File: config.mk
export PLATFORM = sky130hd
export DESIGN_NAME = mc_ctrl
export DESIGN_NICKNAME = d
export VERILOG_FILES = /design/src/rtl/mc_ctrl_pkg.sv /design/src/rtl/mc_mem_timer.sv /design/src/rtl/mc_ctrl.sv
export SDC_FILE = /design/constraint.sdc
export NUM_CORES = 1
export LEC_CHECK = 0
export BUFFER_PORTS_ARGS = -buffer_cell sky130_fd_sc_hd__buf_2
export CAP_MARGIN = 20
export CORE_AREA = 2 2 56 63
export DETAILED_ROUTE_END_ITERATION = 6
export DIE_AREA = 0 0 58 65
export GPL_TIMING_DRIVEN = 0
export PLACE_DENSITY = 0.82
export SKIP_LAST_GASP = 1
export SYNTH_ARGS = -nofsm -noshare
export SYNTH_HDL_FRONTEND = slang
export SYNTH_HIERARCHICAL = 1
export SYNTH_SLANG_ARGS = --single-unit
File: constraint.sdc
create_clock -name clk -period 1.8 [get_ports clk]
set_input_delay 0 -clock clk [delete_from_list [all_inputs] [get_ports clk]]
set_output_delay 0 -clock clk [all_outputs]
set_load 0.03 [all_outputs]
File: src/rtl/mc_ctrl_pkg.sv
// Shared definitions for the multi-cycle MIPS control sequencer: opcode and
// funct codes, FSM state encodings, ALU operation codes, datapath mux
// encodings and the bundle of control outputs driven each cycle.
package mc_ctrl_pkg;

    // Primary opcodes (instruction bits [31:26])
    localparam logic [5:0] OP_RTYPE = 6'b000000;
    localparam logic [5:0] OP_J     = 6'b000010;
    localparam logic [5:0] OP_JAL   = 6'b000011;
    localparam logic [5:0] OP_BEQ   = 6'b000100;
    localparam logic [5:0] OP_BNE   = 6'b000101;
    localparam logic [5:0] OP_ADDI  = 6'b001000;
    localparam logic [5:0] OP_SLTI  = 6'b001010;
    localparam logic [5:0] OP_ANDI  = 6'b001100;
    localparam logic [5:0] OP_ORI   = 6'b001101;
    localparam logic [5:0] OP_LUI   = 6'b001111;
    localparam logic [5:0] OP_LW    = 6'b100011;
    localparam logic [5:0] OP_SW    = 6'b101011;

    // R-type funct codes that change the control sequence
    localparam logic [5:0] FN_SLL   = 6'b000000;
    localparam logic [5:0] FN_SRL   = 6'b000010;
    localparam logic [5:0] FN_JR    = 6'b001000;

    // Sequencer states, 4-bit encoding shared with the datapath
    typedef enum logic [3:0] {
        S_FETCH  = 4'd0,
        S_DECODE = 4'd1,
        S_EXEC_R = 4'd2,
        S_RWB    = 4'd3,
        S_EXEC_I = 4'd4,
        S_IWB    = 4'd5,
        S_MEMADR = 4'd6,
        S_MEMRD  = 4'd7,
        S_MEMWB  = 4'd8,
        S_MEMWR  = 4'd9,
        S_BRANCH = 4'd10,
        S_JUMP   = 4'd11,
        S_JR     = 4'd12,
        S_HALT   = 4'd13
    } state_t;

    // ALU operation codes; ALUOP_RTYPE defers to aludec via funct
    localparam logic [2:0] ALUOP_ADD   = 3'b000;
    localparam logic [2:0] ALUOP_SUB   = 3'b001;
    localparam logic [2:0] ALUOP_OR    = 3'b010;
    localparam logic [2:0] ALUOP_SLT   = 3'b011;
    localparam logic [2:0] ALUOP_AND   = 3'b100;
    localparam logic [2:0] ALUOP_RTYPE = 3'b111;

    // Register file destination select
    localparam logic [1:0] DEST_RD  = 2'b00;
    localparam logic [1:0] DEST_RT  = 2'b01;
    localparam logic [1:0] DEST_R31 = 2'b10;

    // Register file write-back source select
    localparam logic [1:0] RES_ALUOUT = 2'b00;
    localparam logic [1:0] RES_MDR    = 2'b01;
    localparam logic [1:0] RES_PC     = 2'b10;
    localparam logic [1:0] RES_SHIFT  = 2'b11;

    // ALU A operand select
    localparam logic ALUA_PC = 1'b0;
    localparam logic ALUA_RS = 1'b1;

    // ALU B operand select
    localparam logic [1:0] ALUB_RT      = 2'b00;
    localparam logic [1:0] ALUB_FOUR    = 2'b01;
    localparam logic [1:0] ALUB_IMM     = 2'b10;
    localparam logic [1:0] ALUB_IMM_SH2 = 2'b11;

    // Next-PC source select
    localparam logic [1:0] PCSRC_ALU    = 2'b00;
    localparam logic [1:0] PCSRC_ALUOUT = 2'b01;
    localparam logic [1:0] PCSRC_JUMP   = 2'b10;
    localparam logic [1:0] PCSRC_RS     = 2'b11;

    // Every control output except the sticky bus error flag
    typedef struct packed {
        logic       pc_we;
        logic       ir_we;
        logic       iord;
        logic       mem_req;
        logic       mem_we;
        logic       reg_we;
        logic [1:0] dest_reg_c;
        logic [1:0] result_c;
        logic       alu_a_c;
        logic [1:0] alu_b_c;
        logic [2:0] aluop;
        logic       ext_c;
        logic       sh_d_c;
        logic [1:0] pc_src;
        logic       retire;
    } ctrl_t;

    // Where DECODE goes for a given instruction; S_FETCH marks an opcode
    // we do not implement, which is retired as a NOP.
    function automatic state_t decode_next(input logic [5:0] op_c,
                                           input logic [5:0] funct);
        state_t nxt;
        case (op_c)
            OP_RTYPE:                  nxt = (funct == FN_JR) ? S_JR : S_EXEC_R;
            OP_LW, OP_SW:              nxt = S_MEMADR;
            OP_BEQ, OP_BNE:            nxt = S_BRANCH;
            OP_J, OP_JAL:              nxt = S_JUMP;
            OP_ADDI, OP_LUI, OP_ORI,
            OP_SLTI, OP_ANDI:          nxt = S_EXEC_I;
            default:                   nxt = S_FETCH;
        endcase
        return nxt;
    endfunction

    // ALU operation for the immediate-arithmetic group
    function automatic logic [2:0] imm_aluop(input logic [5:0] op_c);
        logic [2:0] op;
        case (op_c)
            OP_ORI:  op = ALUOP_OR;
            OP_SLTI: op = ALUOP_SLT;
            OP_ANDI: op = ALUOP_AND;
            default: op = ALUOP_ADD;
        endcase
        return op;
    endfunction

    // States that hold mem_req high and therefore run the timeout counter
    function automatic logic is_mem_state(input state_t s);
        return (s == S_FETCH) || (s == S_MEMRD) || (s == S_MEMWR);
    endfunction

endpackage

File: src/rtl/mc_mem_timer.sv
// Memory access watchdog. Counts consecutive cycles in which a request is
// outstanding without mem_ready and flags expiry on the MEM_TIMEOUT-th such
// cycle. A completing access, an idle cycle or reset returns it to zero, so
// every new access starts with a fresh budget.
module mc_mem_timer #(
    parameter int MEM_TIMEOUT = 255,
    parameter int TO_W        = 8
) (
    input  logic clk,
    input  logic rst_n,
    input  logic active,
    input  logic ready,
    output logic expire
);

    localparam logic [TO_W-1:0] LAST = TO_W'(MEM_TIMEOUT - 1);

    logic [TO_W-1:0] cnt;

    // Count waiting cycles of the current access, clear whenever it ends
    always_ff @(posedge clk) begin
        if (!rst_n || !active || ready) begin
            cnt <= '0;
        end else begin
            cnt <= cnt + TO_W'(1);
        end
    end

    // mem_ready on the last allowed cycle still completes normally
    assign expire = active && !ready && (cnt == LAST);

endmodule

File: src/rtl/mc_ctrl.sv
// Multi-cycle control sequencer for the MIPS core. One ALU and one unified
// instruction/data memory are time-shared across the cycles of each
// instruction; memory accesses use a mem_req/mem_ready handshake so memory
// latency can vary. Control outputs are decoded from the current state, with
// the fetch handshake and branch decision folded in where needed. A memory
// access that never completes parks the sequencer in HALT with bus_err set
// until the next reset.
module mc_ctrl
    import mc_ctrl_pkg::*;
#(
    parameter int MEM_TIMEOUT = 255,
    parameter int TO_W        = 8
) (
    input  logic       clk,
    input  logic       rst_n,
    input  logic [5:0] op_c,
    input  logic [5:0] funct,
    input  logic       zero,
    input  logic       mem_ready,
    output logic       pc_we,
    output logic       ir_we,
    output logic       iord,
    output logic       mem_req,
    output logic       mem_we,
    output logic       reg_we,
    output logic [1:0] dest_reg_c,
    output logic [1:0] result_c,
    output logic       alu_a_c,
    output logic [1:0] alu_b_c,
    output logic [2:0] aluop,
    output logic       ext_c,
    output logic       sh_d_c,
    output logic [1:0] pc_src,
    output logic       retire,
    output logic       bus_err
);

    state_t state;
    logic   bus_err_q;
    logic   mem_active;
    logic   expire;
    ctrl_t  ctrl;

    assign mem_active = is_mem_state(state);

    mc_mem_timer #(
        .MEM_TIMEOUT (MEM_TIMEOUT),
        .TO_W        (TO_W)
    ) u_mem_timer (
        .clk    (clk),
        .rst_n  (rst_n),
        .active (mem_active),
        .ready  (mem_ready),
        .expire (expire)
    );

    // Sequencer state and sticky bus error; a timeout overrides every transition
    always_ff @(posedge clk) begin
        if (!rst_n) begin
            state     <= S_FETCH;
            bus_err_q <= 1'b0;
        end else if (expire) begin
            state     <= S_HALT;
            bus_err_q <= 1'b1;
        end else begin
            case (state)
                S_FETCH:  if (mem_ready) state <= S_DECODE;
                S_DECODE: state <= decode_next(op_c, funct);
                S_EXEC_R: state <= S_RWB;
                S_RWB:    state <= S_FETCH;
                S_EXEC_I: state <= S_IWB;
                S_IWB:    state <= S_FETCH;
                S_MEMADR: state <= (op_c == OP_SW) ? S_MEMWR : S_MEMRD;
                S_MEMRD:  if (mem_ready) state <= S_MEMWB;
                S_MEMWB:  state <= S_FETCH;
                S_MEMWR:  if (mem_ready) state <= S_FETCH;
                S_BRANCH: state <= S_FETCH;
                S_JUMP:   state <= S_FETCH;
                S_JR:     state <= S_FETCH;
                S_HALT:   state <= S_HALT;
                default:  state <= S_FETCH;
            endcase
        end
    end

    // Per-state control decode; everything is silenced while reset is held so
    // an aborted instruction cannot write anything in the reset cycle
    always_comb begin
        ctrl = '0;
        case (state)
            S_FETCH: begin
                ctrl.mem_req = 1'b1;
                ctrl.iord    = 1'b0;
                ctrl.alu_a_c = ALUA_PC;
                ctrl.alu_b_c = ALUB_FOUR;
                ctrl.aluop   = ALUOP_ADD;
                ctrl.pc_src  = PCSRC_ALU;
                ctrl.ir_we   = mem_ready;
                ctrl.pc_we   = mem_ready;
            end
            S_DECODE: begin
                ctrl.alu_a_c = ALUA_PC;
                ctrl.alu_b_c = ALUB_IMM_SH2;
                ctrl.aluop   = ALUOP_ADD;
                ctrl.retire  = (decode_next(op_c, funct) == S_FETCH);
            end
            S_EXEC_R: begin
                ctrl.alu_a_c = ALUA_RS;
                ctrl.alu_b_c = ALUB_RT;
                ctrl.aluop   = ALUOP_RTYPE;
                ctrl.sh_d_c  = (funct == FN_SLL);
            end
            S_RWB: begin
                ctrl.reg_we     = 1'b1;
                ctrl.dest_reg_c = DEST_RD;
                ctrl.result_c   = ((funct == FN_SLL) || (funct == FN_SRL)) ? RES_SHIFT : RES_ALUOUT;
                ctrl.retire     = 1'b1;
            end
            S_EXEC_I: begin
                ctrl.alu_a_c = ALUA_RS;
                ctrl.alu_b_c = ALUB_IMM;
                ctrl.ext_c   = (op_c == OP_LUI);
                ctrl.aluop   = imm_aluop(op_c);
            end
            S_IWB: begin
                ctrl.reg_we     = 1'b1;
                ctrl.dest_reg_c = DEST_RT;
                ctrl.result_c   = RES_ALUOUT;
                ctrl.retire     = 1'b1;
            end
            S_MEMADR: begin
                ctrl.alu_a_c = ALUA_RS;
                ctrl.alu_b_c = ALUB_IMM;
                ctrl.aluop   = ALUOP_ADD;
            end
            S_MEMRD: begin
                ctrl.mem_req = 1'b1;
                ctrl.iord    = 1'b1;
            end
            S_MEMWB: begin
                ctrl.reg_we     = 1'b1;
                ctrl.dest_reg_c = DEST_RT;
                ctrl.result_c   = RES_MDR;
                ctrl.retire     = 1'b1;
            end
            S_MEMWR: begin
                ctrl.mem_req = 1'b1;
                ctrl.mem_we  = 1'b1;
                ctrl.iord    = 1'b1;
                ctrl.retire  = mem_ready;
            end
            S_BRANCH: begin
                ctrl.alu_a_c = ALUA_RS;
                ctrl.alu_b_c = ALUB_RT;
                ctrl.aluop   = ALUOP_SUB;
                ctrl.pc_src  = PCSRC_ALUOUT;
                ctrl.pc_we   = ((op_c == OP_BEQ) && zero) || ((op_c == OP_BNE) && !zero);
                ctrl.retire  = 1'b1;
            end
            S_JUMP: begin
                ctrl.pc_src = PCSRC_JUMP;
                ctrl.pc_we  = 1'b1;
                ctrl.retire = 1'b1;
                if (op_c == OP_JAL) begin
                    ctrl.reg_we     = 1'b1;
                    ctrl.dest_reg_c = DEST_R31;
                    ctrl.result_c   = RES_PC;
                end
            end
            S_JR: begin
                ctrl.pc_src = PCSRC_RS;
                ctrl.pc_we  = 1'b1;
                ctrl.retire = 1'b1;
            end
            default: ctrl = '0;
        endcase
        if (!rst_n) begin
            ctrl = '0;
        end
    end

    assign pc_we      = ctrl.pc_we;
    assign ir_we      = ctrl.ir_we;
    assign iord       = ctrl.iord;
    assign mem_req    = ctrl.mem_req;
    assign mem_we     = ctrl.mem_we;
    assign reg_we     = ctrl.reg_we;
    assign dest_reg_c = ctrl.dest_reg_c;
    assign result_c   = ctrl.result_c;
    assign alu_a_c    = ctrl.alu_a_c;
    assign alu_b_c    = ctrl.alu_b_c;
    assign aluop      = ctrl.aluop;
    assign ext_c      = ctrl.ext_c;
    assign sh_d_c     = ctrl.sh_d_c;
    assign pc_src     = ctrl.pc_src;
    assign retire     = ctrl.retire;
    assign bus_err    = bus_err_q && rst_n;

endmodule

* Word level (Yosys, flattened, before mapping)
Cells that the tools add are included.
Storage, ports and cells: register bits 13, latch bits 0, RAM bits 0, bits in read-only memories 0, input bits 16, output and inout port bits 22, logic and storage cells 91, memories kept 0
Operators by class: add/sub/neg operators 1, multipliers 0, div/mod/pow operators 0, magnitude comparators 0, equal/unequal tests 33, shifts and indexed selects 0, mux-type cells 23, bitwise logic cells 1, reductions and logical operators 29
Operator list (count):
- $eq A6 B4 Y1 const B | 6
- $pmux W6 S6 | 1
- $pmux W4 S8 | 1
- $mux W4 | 7
- $eq A4 B4 Y1 const B | 6
- $mux W21 | 1
- $pmux W4 S5 | 1
- $pmux W5 S4 | 1
- $eq A6 B2 Y1 const B | 3
- $eq A4 B3 Y1 const B | 4
- $eq A6 B3 Y1 const B | 2
- $eq A6 B6 Y1 const B | 2
- $logic_not A6 Y1 | 2
- $reduce_or A2 Y1 | 6
- $ne A3 B3 Y1 const B | 3
- $pmux W3 S3 | 1
- $add A8 B1 Y8 const B | 1
- $eq A4 B2 Y1 const B | 2
- $eq A8 B8 Y1 const B | 1
- $logic_not A4 Y1 | 2
- $logic_or A1 B1 Y1 | 6
- $ne A2 B2 Y1 const B | 3
- $pmux W1 S3 | 2
- $pmux W2 S3 | 1
- 11 further kinds | 22

* Logic depth before layout (Yosys ltp)
word-level depth 7, mapped depth 10, depth with buffers taken out 8

* Cells and area by module
Netlist, hierarchy kept.
Modules (own cells, without submodules):
- mc_ctrl | instances 1, cells each 152, area an instance 1068.5 µm², sequential area each 100.1 µm²
- mc_mem_timer | instances 1, cells each 38, area an instance 336.6 µm², sequential area each 160.2 µm²

* Least setup slack after synthesis
OpenSTA, ideal clock, no wires.
path type register -> output, start point reg state[2], end point out aluop[2], arrival 2002 ps, path slack -202 ps, cell stages (with the launch flop) 6, path buffers 2, cell sequence dfxtp_1 buf_6 buf_4 nor3_1 nor2_1 a21oi_1
On the way: word-level cells in the longest chain between the ends 3, elaborated cells on any way between the ends 8, classes of those cells 5 x eq/ne; 2 x mux; 1 x reduce/logical
RTL lines:
- start: declaration | RTL line mc_ctrl.sv:38 | state_t state;
- start signal: assignment | RTL line mc_ctrl.sv:68 | S_DECODE: state <= decode_next(op_c, funct);
- start signal: assignment | RTL line mc_ctrl.sv:73 | S_MEMADR: state <= (op_c == OP_SW) ? S_MEMWR : S_MEMRD;
- $eq A4 B4 Y1 (tied with other cells) | RTL line mc_ctrl.sv:90 | case (state)
- $pmux W6 S6 (*) | RTL line mc_ctrl.sv:90
- $mux W21 (*) | RTL line mc_ctrl.sv:177 | if (!rst_n) begin
- end: declaration | RTL line mc_ctrl.sv:30 | output logic [2:0] aluop,
Mark *: on every way between the ends. The rest lies on a longest branch, timed or not.

* Worst setup path in the final report
start point reg state[3], end point reg state[3]
On the way: word-level cells in the longest chain between the ends 7, elaborated cells on any way between the ends 18, classes of those cells 10 x eq/ne; 2 x mux; 6 x reduce/logical
RTL lines:
- $eq A4 B3 Y1 / $logic_not A4 Y1 (equally long branches) | RTL line mc_ctrl_pkg.sv:128 | return (s == S_FETCH) || (s == S_MEMRD) || (s == S_MEMWR);
- $logic_or A1 B1 Y1 | RTL line mc_ctrl_pkg.sv:128
- $logic_or A1 B1 Y1 (*) | RTL line mc_ctrl_pkg.sv:128
- net mem_active | RTL line mc_ctrl.sv:40 | logic mem_active;
- $logic_and A1 B1 Y1 (*) (2 in series) | RTL line mc_mem_timer.sv:30 | assign expire = active && !ready && (cnt == LAST);
- net expire | RTL line mc_ctrl.sv:41 | logic expire;
- $ne A3 B3 Y1 (no source line)
- $reduce_and A3 Y1 (no source line)
The timed path passes the listed nets; every way through them passes the cells marked *. A chain may end at the register's enable or synchronous reset.

==> run_results.csv <==
group,metric,value,unit
grt,overflow,0,
routing,drt_wl_total,4130,um
synthesis,synth_cell_types,56,
worst_setup_path,end_kind,"register",
run,maxCapViolCount,0,
grt,grt_pass1_wl,6620,um
floorplanning,die_x,58,um
placement,gp_congestion,0.915,
timing,timing.fmax,563,MHz
synthesis,synth_edf_count,0,
routing,routedWlPerCell,14.7,um
grt,grt_max_degree,11,
worst_setup_path,rr_startpoint,"state[3]",
worst_setup_path,worst_ep_required_time,2.02,ns
synthesis,async_reset_ff_share,0,%
grt,antenna_found_initial,0,
timing,fin_tns_setup,0,ns
floorplanning,core.rowCount,22,
floorplanning,ioPinCount,38,
synthesis,synth_top_cell_by_area,"dfxtp_1",
synthesis,ys_warn_count,6,
synthesis,ys_ff_latch,13,
layout,post-route-util,57.7,%
synthesis,synthFlopType,"dfxtp_1",
power_and_ir_drop,p_per_area,522,mW/mm^2
power_and_ir_drop,ir_drop,0.714,mV
synthesis,synthTopCellsByArea,"dfxtp_1 19%, nor2_1 6.9%, a21oi_1 6.1%",
timing,worst_clock_skew,0.00442,ns
outcome,status,"finished, final reports clean",
synthesis,yosysTopAreaCellShare,18.5,%
timing,finalMaxSlewViolations,0,
floorplanning,core_area,0.00319,sq mm
clock_tree,holdBufCountCts,0,
clock_tree,cts_root_buffer,"clkbuf_4",
placement,port_buffers,37,
synthesis,yosysSeqAreaShare,18.5,%
timing,rsz0062_at_grt,"true",
clock_tree,clock_path_buffers,2,
routing,drtAntennaViolNets,0,
floorplanning,dieArea,0.00377,sq mm
routing,drtIter0Drc,85,
synthesis,netlist_instances,190,
worst_setup_path,crit_path_start,"state[3]",
timing,timing.final.crit_period,1.78,ns
timing,hold-worst-slack,0.134,ns
routing,vias_per_cell,5.78,
layout,fin_nets,263,
routing,num_vias,1619,
synthesis,avgSynthCellArea,7.40,sq um
hold_path,hold_start,"rst_n",
floorplanning,start_util,44.0,%
worst_setup_path,start_kind,"register",
worst_setup_path,max_stage_delay,0.39,ns
clock_tree,clkLatencyLatePin,0.28,ns
worst_setup_path,slowest_stage,"dfxtp_2",
placement,place_hpwl,2850,um
clock_tree,clock-sinks,13,
clock_tree,cts_made_buffers,3,
worst_setup_path,cp_cell_sequence,"buf_6, nand2b_4, nand3_2, o21ai_4, nand4b_1, nor3_4, a31oi_1, o22a_1, a21oi_2",
floorplanning,die_h,65,um
clock_tree,htree_num_levels,1,
clock_tree,clk_pin_slew_worst_paths,0.08,ns
grt,grt_pass1_vias,1473,
synthesis,syn_area,0.00141,sq mm
hold_path,hp-class,"input pin to register",
worst_setup_path,crit_type,"register to register",
timing,finalHoldViolations,0,
timing,slew_headroom,72.3,%
worst_setup_path,cpLargestDelayFamily,"simple AND/OR/NAND/NOR gates",
timing,setup_viol,0,
grt,grt_usage,21.9,%
layout,insertedDiodeCount,0,
synthesis,yosysMostFrequentCell,"nor2_1",
synthesis,synth_common_cells,"26 x nor2_1, 17 x a21oi_1, 15 x nand2_1",
clock_tree,tritoncts,"built",
layout,syn_to_final_growth,31.1,%
layout,drive_gt1_share,36.5,%
worst_setup_path,path_buf_inv,1,
routing,first_pass_iters,4,
worst_setup_path,cp_max_fo,10,
timing,finalCritPeriodShare,98.7,%
routing,drc,0,
power_and_ir_drop,p_leak,0.791,nW
timing,tightest_slew,0.415,ns
worst_setup_path,crit_arrival,1.99,ns
synthesis,synth_nets,208,
worst paths after layout:
path,end,slack (ns),cells after the start
worst max-delay path,state[3],0.02,9
worst max register to register,state[3],0.02,9
worst min register to register,u_mem_timer/cnt[0],0.46,1
worst min-delay path,state[2],0.13,4
worst register-to-register path, cell delays in order, from the launching register on:
cell,delay (ns)
dfxtp_2,0.39
buf_6,0.16
nand2b_4,0.17
nand3_2,0.11
o21ai_4,0.08
nand4b_1,0.16
nor3_4,0.25
a31oi_1,0.07
o22a_1,0.22
a21oi_2,0.11
repair_timing:
action                     in CTS  in global routing
gates cloned                    0                  0
buffers inserted                9                  5
setup endpoints to repair       6                 11
resized for setup              14                  9
pin swaps                       4                  6
logic make-up (layout without fill, tap and decap cells):
| kind of cell | after synthesis | count (layout) | synth area share [%] |
|---|---|---|---|
| XOR/XNOR | 5 | 5 | 3.12 |
| buffers and inverters | 17 | 71 | 9.88 |
| AND/OR/NAND/NOR | 101 | 101 | 40.1 |
| adder cells (fa/ha/maj) | 2 | 2 | 1.78 |
| AO/OA/AOI/OAI | 52 | 52 | 26.6 |
| flip-flops | 13 | 13 | 18.5 |
layout by cell type, fill, tap and decap left out, types with 3 or more instances in the layout:
cell type,netlist,routed
a21oi_1,17,16
and3_1,4,4
nor3_1,8,5
nand4_1,4,4
inv_1,5,5
xor2_1,3,3
nor2_1,26,26
dfxtp_2,0,3
and2_1,3,3
nand3_1,7,6
nand2b_1,7,6
buf_4,2,16
o21ai_0,7,7
clkbuf_4,0,4
dfxtp_1,13,10
o21a_1,3,3
or3_1,3,3
nand2_1,15,15
nand3b_1,5,5
nand4b_1,3,3
buf_2,2,36
buf_6,5,5
metal layers:
metal | global-route usage, % | routed length, um
met3 | 2.99 | 237
met5 | 0 | 0
met1 | 28.7 | 1670
met4 | 11.0 | 102
met2 | 34.8 | 2120
where the power goes:
part	switching, W	internal (W)	total (W)
registers	0.0000103	0.000299	0.000309
logic	0.000271	0.000202	0.000473
clock network	0.0000954	0.0000827	0.000178
sequential cells by signal, summed over array words and instances (netlist names):
name	cells
bus_err_q	1
state	4
u_mem_timer/cnt	8
final cells by class:
type                       instances  area [sq um]
fill                             302          1350
multi-input combinational        160          1070
timing repair buffer              51           302
sequential                        13           264
buffer                            11           118
tap                               36          45.0
clock buffer                       3          22.5
inverter                           5          18.8
clock inverter                     1          5.00
through the flow:
stage	worst slack (ns)	total power [W]	cells	instance area, sq um
floorplan	0.0102	0.000599	190	1420
finish	0.0234	0.000961	280	1840
global route	-0.0700	0.00100	280	1840
global placement	-0.324	0.000695	263	1650
detailed placement	-0.333	0.000700	263	1650
CTS	-0.0101	0.000928	276	1790
Power figures use the tool's default switching activity.
